**config.mk**
```make
export PLATFORM = sky130hd
export DESIGN_NAME = lsu_misaligned_seq
export DESIGN_NICKNAME = d
export VERILOG_FILES = /design/src/rtl/lsu_misaligned_seq.sv
export SDC_FILE = /design/constraint.sdc
export NUM_CORES = 1
export LEC_CHECK = 0
export BUFFER_PORTS_ARGS = -buffer_cell sky130_fd_sc_hd__buf_2
export CAP_MARGIN = 20
export CELL_PAD_IN_SITES_DETAIL_PLACEMENT = 0
export CELL_PAD_IN_SITES_GLOBAL_PLACEMENT = 1
export CORE_ASPECT_RATIO = 1.75
export CORE_MARGIN = 1
export CORE_UTILIZATION = 41
export CTS_BUF_LIST = sky130_fd_sc_hd__clkbuf_4
export DETAILED_ROUTE_END_ITERATION = 10
export GPL_TIMING_DRIVEN = 0
export PLACE_DENSITY = 0.87
export SLEW_MARGIN = 20
export SYNTH_ARGS = -nofsm -noshare
export SYNTH_HDL_FRONTEND = slang
export SYNTH_SLANG_ARGS = --single-unit
```
**constraint.sdc**
```tcl
create_clock -name clk_i -period 2.5 [get_ports clk_i]
set_input_delay 0.125 -clock clk_i [delete_from_list [all_inputs] [get_ports clk_i]]
set_output_delay 0.125 -clock clk_i [all_outputs]
set_load 0.005 [all_outputs]
```
**src/rtl/lsu_misaligned_seq.sv**
```systemverilog
`default_nettype none
// ============================================================================
// lsu_misaligned_seq : splits one LSU access into one or two aligned bus beats
// Rev 1.0
// ============================================================================
module lsu_misaligned_seq #(
    parameter int ADDR_W = 32
) (
    input  logic              clk_i,
    input  logic              rst_ni,
    input  logic              lsu_req_i,
    input  logic              lsu_we_i,
    input  logic [1:0]        lsu_type_i,
    input  logic              lsu_sign_ext_i,
    input  logic [31:0]       lsu_wdata_i,
    input  logic [ADDR_W-1:0] adder_result_ex_i,
    output logic              lsu_addr_incr_req_o,
    output logic [ADDR_W-1:0] lsu_addr_last_o,
    output logic              data_req_o,
    input  logic              data_gnt_i,
    input  logic              data_rvalid_i,
    input  logic              data_err_i,
    output logic [ADDR_W-1:0] data_addr_o,
    output logic              data_we_o,
    output logic [3:0]        data_be_o,
    output logic [31:0]       data_wdata_o,
    input  logic [31:0]       data_rdata_i,
    output logic [31:0]       lsu_rdata_o,
    output logic              lsu_resp_valid_o,
    output logic              load_err_o,
    output logic              store_err_o,
    output logic              busy_o
);

    typedef enum logic [2:0] {
        IDLE            = 3'd0,
        WAIT_GNT_MIS    = 3'd1,
        WAIT_RVALID_MIS = 3'd2,
        WAIT_GNT        = 3'd3,
        WAIT_RVALID     = 3'd4
    } state_e;

    state_e            state_q;
    logic [ADDR_W-1:0] addr_last_q;
    logic [31:0]       rdata_q;
    logic [31:0]       wdata_q;
    logic              err_q;
    logic              split_q;
    logic [1:0]        type_q;
    logic              we_q;
    logic              sign_q;
    logic [1:0]        off_q;

    logic        w_idle;
    logic        w_second;
    logic        w_split_new;
    logic [1:0]  w_type;
    logic [1:0]  w_off;
    logic        w_we;
    logic [31:0] w_wdata;
    logic [4:0]  w_sh;
    logic [31:0] w_rot;
    logic [3:0]  w_be;
    logic [31:0] w_lo;
    logic [31:0] w_comb;
    logic [31:0] w_ext;
    logic        w_err;

    function automatic logic [3:0] be_calc(input logic [1:0] typ, input logic [1:0] off,
                                           input logic second);
        logic [3:0] be;
        case (typ)
            2'b01:   be = (off == 2'd3) ? (second ? 4'b0001 : 4'b1000) : (4'b0011 << off);
            2'b10:   be = 4'b0001 << off;
            default: be = second ? (4'b1111 >> (3'd4 - {1'b0, off})) : (4'b1111 << off);
        endcase
        return be;
    endfunction

    // In IDLE the request is driven straight from EX; afterwards from the captured copy.
    assign w_idle  = (state_q == IDLE);
    assign w_type  = w_idle ? lsu_type_i : type_q;
    assign w_off   = w_idle ? adder_result_ex_i[1:0] : off_q;
    assign w_we    = w_idle ? lsu_we_i : we_q;
    assign w_wdata = w_idle ? lsu_wdata_i : wdata_q;

    assign w_split_new = ((lsu_type_i == 2'b00 || lsu_type_i == 2'b11) && adder_result_ex_i[1:0] != 2'd0)
                       || (lsu_type_i == 2'b01 && adder_result_ex_i[1:0] == 2'd3);

    assign w_second = (state_q == WAIT_RVALID_MIS) || (state_q == WAIT_GNT && split_q);
    assign w_sh     = {w_off, 3'b000};
    assign w_rot    = (w_wdata << w_sh) | (w_wdata >> (6'd32 - {1'b0, w_sh}));
    assign w_be     = be_calc(w_type, w_off, w_second);

    always_comb begin
        data_req_o = 1'b0;
        case (state_q)
            IDLE:                   data_req_o = lsu_req_i;
            WAIT_GNT_MIS, WAIT_GNT: data_req_o = 1'b1;
            WAIT_RVALID_MIS:        data_req_o = data_rvalid_i;
            default:                data_req_o = 1'b0;
        endcase
    end

    assign data_addr_o  = data_req_o ? {adder_result_ex_i[ADDR_W-1:2], 2'b00} : '0;
    assign data_be_o    = data_req_o ? w_be : 4'b0000;
    assign data_wdata_o = data_req_o ? w_rot : 32'd0;
    assign data_we_o    = data_req_o & w_we;

    assign lsu_addr_incr_req_o = w_second;
    assign lsu_addr_last_o     = addr_last_q;
    assign busy_o              = !w_idle;

    // Two-word window shifted down by the byte offset merges both beats of a split load.
    assign w_lo   = split_q ? rdata_q : data_rdata_i;
    assign w_comb = 32'({data_rdata_i, w_lo} >> {off_q, 3'b000});

    always_comb begin
        w_ext = w_comb;
        case (type_q)
            2'b10:   w_ext = {{24{sign_q & w_comb[7]}}, w_comb[7:0]};
            2'b01:   w_ext = {{16{sign_q & w_comb[15]}}, w_comb[15:0]};
            default: w_ext = w_comb;
        endcase
    end

    assign lsu_resp_valid_o = (state_q == WAIT_RVALID) && data_rvalid_i;
    assign w_err            = err_q | data_err_i;
    assign load_err_o       = lsu_resp_valid_o & w_err & !we_q;
    assign store_err_o      = lsu_resp_valid_o & w_err & we_q;
    assign lsu_rdata_o      = (lsu_resp_valid_o && !we_q) ? w_ext : 32'd0;

    always_ff @(posedge clk_i or negedge rst_ni) begin
        if (!rst_ni) begin
            state_q     <= IDLE;
            addr_last_q <= '0;
            rdata_q     <= 32'd0;
            wdata_q     <= 32'd0;
            err_q       <= 1'b0;
            split_q     <= 1'b0;
            type_q      <= 2'b00;
            we_q        <= 1'b0;
            sign_q      <= 1'b0;
            off_q       <= 2'b00;
        end else begin
            case (state_q)
                IDLE: begin
                    if (lsu_req_i) begin
                        addr_last_q <= adder_result_ex_i;
                        type_q      <= lsu_type_i;
                        we_q        <= lsu_we_i;
                        sign_q      <= lsu_sign_ext_i;
                        off_q       <= adder_result_ex_i[1:0];
                        wdata_q     <= lsu_wdata_i;
                        split_q     <= w_split_new;
                        err_q       <= 1'b0;
                        if (data_gnt_i) state_q <= w_split_new ? WAIT_RVALID_MIS : WAIT_RVALID;
                        else            state_q <= w_split_new ? WAIT_GNT_MIS : WAIT_GNT;
                    end
                end
                WAIT_GNT_MIS: if (data_gnt_i) state_q <= WAIT_RVALID_MIS;
                WAIT_GNT:     if (data_gnt_i) state_q <= WAIT_RVALID;
                WAIT_RVALID_MIS: begin
                    if (data_rvalid_i) begin
                        rdata_q <= data_rdata_i;
                        err_q   <= data_err_i;
                        state_q <= data_gnt_i ? WAIT_RVALID : WAIT_GNT;
                    end
                end
                WAIT_RVALID: begin
                    if (data_rvalid_i) begin
                        state_q <= IDLE;
                        split_q <= 1'b0;
                    end
                end
                default: state_q <= IDLE;
            endcase
        end
    end

endmodule
`default_nettype wire

```
; ---- After elaboration in Yosys (flattened, before gate mapping)
; Cells that the tools add are included.
[word_totals]
output_inout_bits = 139
regBits = 107
input_bits = 106
[classes]
n_bitwise = 8
n_mux = 31
n_shift = 7
eq_ne = 17
n_reduce_logical = 21
addsub = 2
[op_table]
columns = operator, count
row1 = 32-bit two-way mux, 5
row2 = 32-bit one-hot mux with 2 select lines, 1
row3 = 64-bit by 5-bit right shift with 32-bit output, 1
row4 = 32-bit bitwise OR, 1
row5 = 32-bit by 5-bit left shift with 32-bit output, 1
row6 = 32-bit by 6-bit right shift with 32-bit output, 1
row7 = 3-bit two-way mux, 8
row8 = 4-bit two-way mux, 4
row9 = 3-bit one-hot mux with 5 select lines, 1
row10 = "2-bit == test, second input constant", 5
row11 = "2-bit inequality test, second input constant", 5
row12 = 4-bit one-hot mux with 2 select lines, 1
row13 = 1-bit AND, 6
row14 = "2-bit by 1-bit == test with 1-bit output, second input constant", 3
row15 = "3-bit by 2-bit == test with 1-bit output, second input constant", 2
row16 = 2-bit two-way mux, 3
row17 = 3-bit AND reduction, 2
row18 = 2-bit nonzero test, 3
row19 = "6-bit by 5-bit subtractor with 6-bit output, first input constant", 1
row20 = 1-bit logical AND, 5
row21 = 1-bit two-way mux, 5
row22 = 5-bit AND reduction, 1
row23 = 1-bit one-hot mux with 2 select lines, 2
row24 = 2-bit AND reduction, 2
row25 = 14 further kinds, 17

; ---- Longest topological paths before layout
[logic_depth]
depth_word = 8
depth_mapped = 11

; ---- Worst setup path before layout
; No wires, ideal clock.
[synth_path]
path_type = register -> output
startpoint = register state_q[1]
endpoint = output data_wdata_o[16]
path_slack_ns = 0.127
n_path_buf = 1
stages_incl_launch_ff = 9
t_arrival_ns = 2.248
cell_sequence = dfrtp_1 nor3_2 inv_2 mux2i_2 inv_1 ha_1 a211o_2 buf_2 o311ai_1
[synth_between]
elab_chain_len = 6
word_cells_on_any_way = 13
classes_between = add/sub: 1 / eq/ne: 3 / shift: 2 / mux: 4 / bitwise: 1 / reduce/logical: 2
[synth_lines]
columns = item, line_no
row1 = "start, declared", 43  ; state_e state_q;
row2 = "start signal, assigned", 157  ; if (data_gnt_i) state_q <= w_split_new ? WAIT_RVALID_MIS : WAIT_RVALID;
row3 = "start signal, assigned", 158  ; else state_q <= w_split_new ? WAIT_GNT_MIS : WAIT_GNT;
row4 = "start signal, assigned", 167  ; state_q <= data_gnt_i ? WAIT_RVALID : WAIT_GNT;
row5 = 3-bit logical NOT, "81, 97"
row6 = 2-bit two-way mux, 83  ; assign w_off = w_idle ? adder_result_ex_i[1:0] : off_q;
row7 = 6-bit by 5-bit subtractor with 6-bit output, 92  ; assign w_rot = (w_wdata << w_sh) | (w_wdata >> (6'd32 - {1'b0, w_sh}));
row8 = 32-bit by 6-bit right shift with 32-bit output, 92
row9 = 32-bit bitwise OR, 92
row10 = 32-bit two-way mux (*), 107  ; assign data_wdata_o = data_req_o ? w_rot : 32'd0;
row11 = "end, declared", 26  ; output logic [31:0] data_wdata_o,
; Every way passes the cells marked *; elsewhere a longest branch is shown, timed or not.

; ---- Worst setup path after layout
[layout_path]
startpoint = register state_q[0]
endpoint = output data_wdata_o[6]
; The elaborated chain is that of the path after synthesis.

==> run metrics <==
placeable core region=0.0209 mm²; Worst EP required=2.38 ns; cell class contributing the biggest share of worst-path delay=buffers and inverters; number of port buffers=~240; number of standard-cell rows in the floorplan=70; library cell contributing the largest single delay on the critical path=sky130_fd_sc_hd__dfrtp_2; Die Width=between 100 and 150 µm; number of vias per cell=slightly above 6; final-layout setup total negative slack=-17.29 ns; CTS tree=yes; Final Non-Filler Cells=1601; final net count=around 1500; sum of overflow across all layers after global routing=0; fraction of layout cells with a size suffix above 1=0.463; Post-Route WL=37300 µm; final critical delay including setup and external delays=around 3 ns; Pleak=around 6.2 nW; final non-filler cell area=between 0.01 and 0.015 mm²; violation count after the first detailed-route iteration=about 800; maximum number of pins on one net before global-route repair=64; number of antenna violations at the first check in global routing=1; CP Class=reg -> out; commonest non-fill, non-tap cell in the layout=sky130_fd_sc_hd__buf_2; most frequent cells in the layout=264 x sky130_fd_sc_hd__buf_2, 165 x sky130_fd_sc_hd__nand2_1, 106 x sky130_fd_sc_hd__mux2_2, 102 x sky130_fd_sc_hd__dlygate4sd3_1; max_slew headroom=0.340; largest stage delay on the critical path=about 0.47 ns; met1 Usage GRT=0.370; detailed-routing iteration count for the pre-antenna-repair pass=6; instance count after placement with tap cells included=1433; average cell area after synthesis=about 9.3 µm²; die area=about 0.022 mm²; sequential share of the synthesized area=0.300; TritonCTS Sinks=about 110; Clk Latency, worst-skew pair=~0.52 ns; cells traversed along the worst timing path=nor3_4 -> inv_2 -> mux2i_4 -> inv_2 -> ha_4 -> buf_4 -> o21ai_2 -> mux2i_4 -> buf_12 -> nand2b_1 -> a41oi_2 -> buf_2; result of the run=finished with violations; Worst IR Drop VDD=0.756 mV; Synthesis Warnings=0; busiest layer in global routing=met2; number of distinct standard cells referenced by the synthesized netlist=61; root buf cell=sky130_fd_sc_hd__clkbuf_4; minimum setup slack after placement=-1.08 ns; Post-synth EDFFs=0; Boundary Pins=about 250; placement-stage cell area=about 0.010 mm²; wire length per cell=roughly 23 µm; share of synthesized registers carrying an async set or reset=1.00; Worst-Margin Slew=between 0.9 and 1 ns; GR Util All Layers=0.336; class of the tightest hold or removal check=in -> async; Worst Hold Margin=around 0.089 ns; GP Congestion=about 0.97; HPWL after DPL=around 25000 µm; violations in the final reports=negative setup slack; maximum clock frequency=332 MHz; Filler cells=approximately 1700; count of antenna-violating nets left after detailed routing=0; die height=195 µm; final-report hold violation count=0; synthesis-stage register bit count=around 110; combined area of all synthesized cells=0.00874 mm²; power density relative to cell area=between 1000 and 1500 mW/mm²; primary flip-flop cell chosen by synthesis mapping=sky130_fd_sc_hd__dfrtp_1; element type at the critical path end=output pin; gate count of the mapped netlist=roughly 940; fin. max-slew vios=0; global-route wire length before repair=55800 µm; routed vias=9765; P&R area growth vs syn=47.9%; H-tree lvl count=3; starting utilization of the core area=0.418; Buf+Inv Stages, Crit Path=5; maximum clock skew at final layout=between 0.02 and 0.03 ns; highest fanout seen on the critical path=8; critical path arrival=between 2 and 3 ns; setup violation total in the final timing report=between 50 and 60; maximum clock insertion buffer count=2; Critical R2R Launch=state_q[1]; CTS clock-pin slew for the worst setup and hold paths=0.16 ns; Worst Setup SP=state_q[0]; MaxCap Viol Count=0; remaining design rule violation count=0; vias in the first global route=around 10000; critical path launch point type=flop; CTS buffer count=9; GR Layer Usage met2=0.591; setup slack of the critical path after layout=-0.508 ns; setup repair after global routing missed its margin=yes; part of the cycle the worst path needs=1.20; met3 track demand over resource in global routing=0.0525
[metal layers]
layer,wire length (µm),part of all wire
met5,0,0
met4,2560,0.069
met3,2580,0.069
met2,19000,0.51
met1,13100,0.35
[power breakdown]
group | internal (mW) | switching [mW]
clock network | 0.220 | 0.656
registers | 2.54 | 0.757
logic | 6.29 | 6.91
[cells by family (layout without fill, tap and decap cells)]
| logic type | Yosys count | count (layout) | share of synthesized area |
|---|---|---|---|
| adders and majority gates | 7 | 7 | 0.0100 |
| DFF | 105 | 105 | 0.300 |
| buffers and inverters | 98 | 507 | 0.0559 |
| muxes | 237 | 237 | 0.323 |
| xor gates and xnor gates | 1 | 1 | 0.00100 |
| and+or+nand+nor | 349 | 349 | 0.186 |
| other | 1 | 3 | 0.000429 |
| AOI/OAI and AO/OA | 140 | 140 | 0.123 |
[what timing repair did]
item,in CTS,in global routing
hold endpoints to repair,206,0
gates resized for setup,178,65
pin swaps,28,25
setup endpoints to repair,78,100
gates cloned,2,1
hold buffers,102,0
setup buffers,33,16
[synth_stat cells (15+ instances only)]
cell type,n,share of area
sky130_fd_sc_hd__a21oi_1,15,0.0086
sky130_fd_sc_hd__and2_1,31,0.022
sky130_fd_sc_hd__a211oi_1,17,0.015
sky130_fd_sc_hd__mux4_2,25,0.064
sky130_fd_sc_hd__dfrtp_1,105,0.30
sky130_fd_sc_hd__clkbuf_1,18,0.0077
sky130_fd_sc_hd__nand3_1,38,0.022
sky130_fd_sc_hd__a211o_1,21,0.021
sky130_fd_sc_hd__o21ai_0,15,0.0086
sky130_fd_sc_hd__nand2_1,168,0.072
sky130_fd_sc_hd__nor2_1,50,0.021
sky130_fd_sc_hd__nor2b_1,19,0.014
sky130_fd_sc_hd__mux2_2,107,0.14
sky130_fd_sc_hd__mux2i_1,104,0.12
sky130_fd_sc_hd__buf_2,49,0.028
[layout make-up]
class	count	area, µm²	share of cell area
multi-input cells	736	6340	0.490
plain buffers	81	684	0.0529
flip-flops and latches	105	2630	0.204
repair buffers	395	2780	0.215
clock buffers	10	75.1	0.00581
inverters	15	58.8	0.00455
clock inverters	6	43.8	0.00339
well taps	252	315	0.0244
diodes	1	2.50	0.000194
[worst paths after layout]
kind                                  endpoint  slack, ns  depth (start not counted)
max                            data_wdata_o[6]      -0.51                         12
min                        lsu_addr_last_o[27]       0.09                          2
max reg2reg                        rdata_q[22]       0.12                          7
min reg2reg                lsu_addr_last_o[22]       0.49                          2
max in group asynchronous          rdata_q[28]       1.73                          3
min in group clk_i                      sign_q       0.13                          3
[per-stage QoR]
stage                     utilization  total power [mW]
final                           0.618              17.4
after global routing            0.618              18.2
after CTS                       0.597              16.4
after detailed placement        0.492              13.2
after global placement          0.491              13.0
after floorplan                     -              9.63
[flip-flops by register name, indices dropped and copies added (netlist names)]
signal	flops
state_q	3
sign_q	1
wdata_q	32
split_q	1
rdata_q	32
err_q	1
type_q	2
we_q	1
lsu_addr_last_o	32
Power figures use the tool's default switching activity.
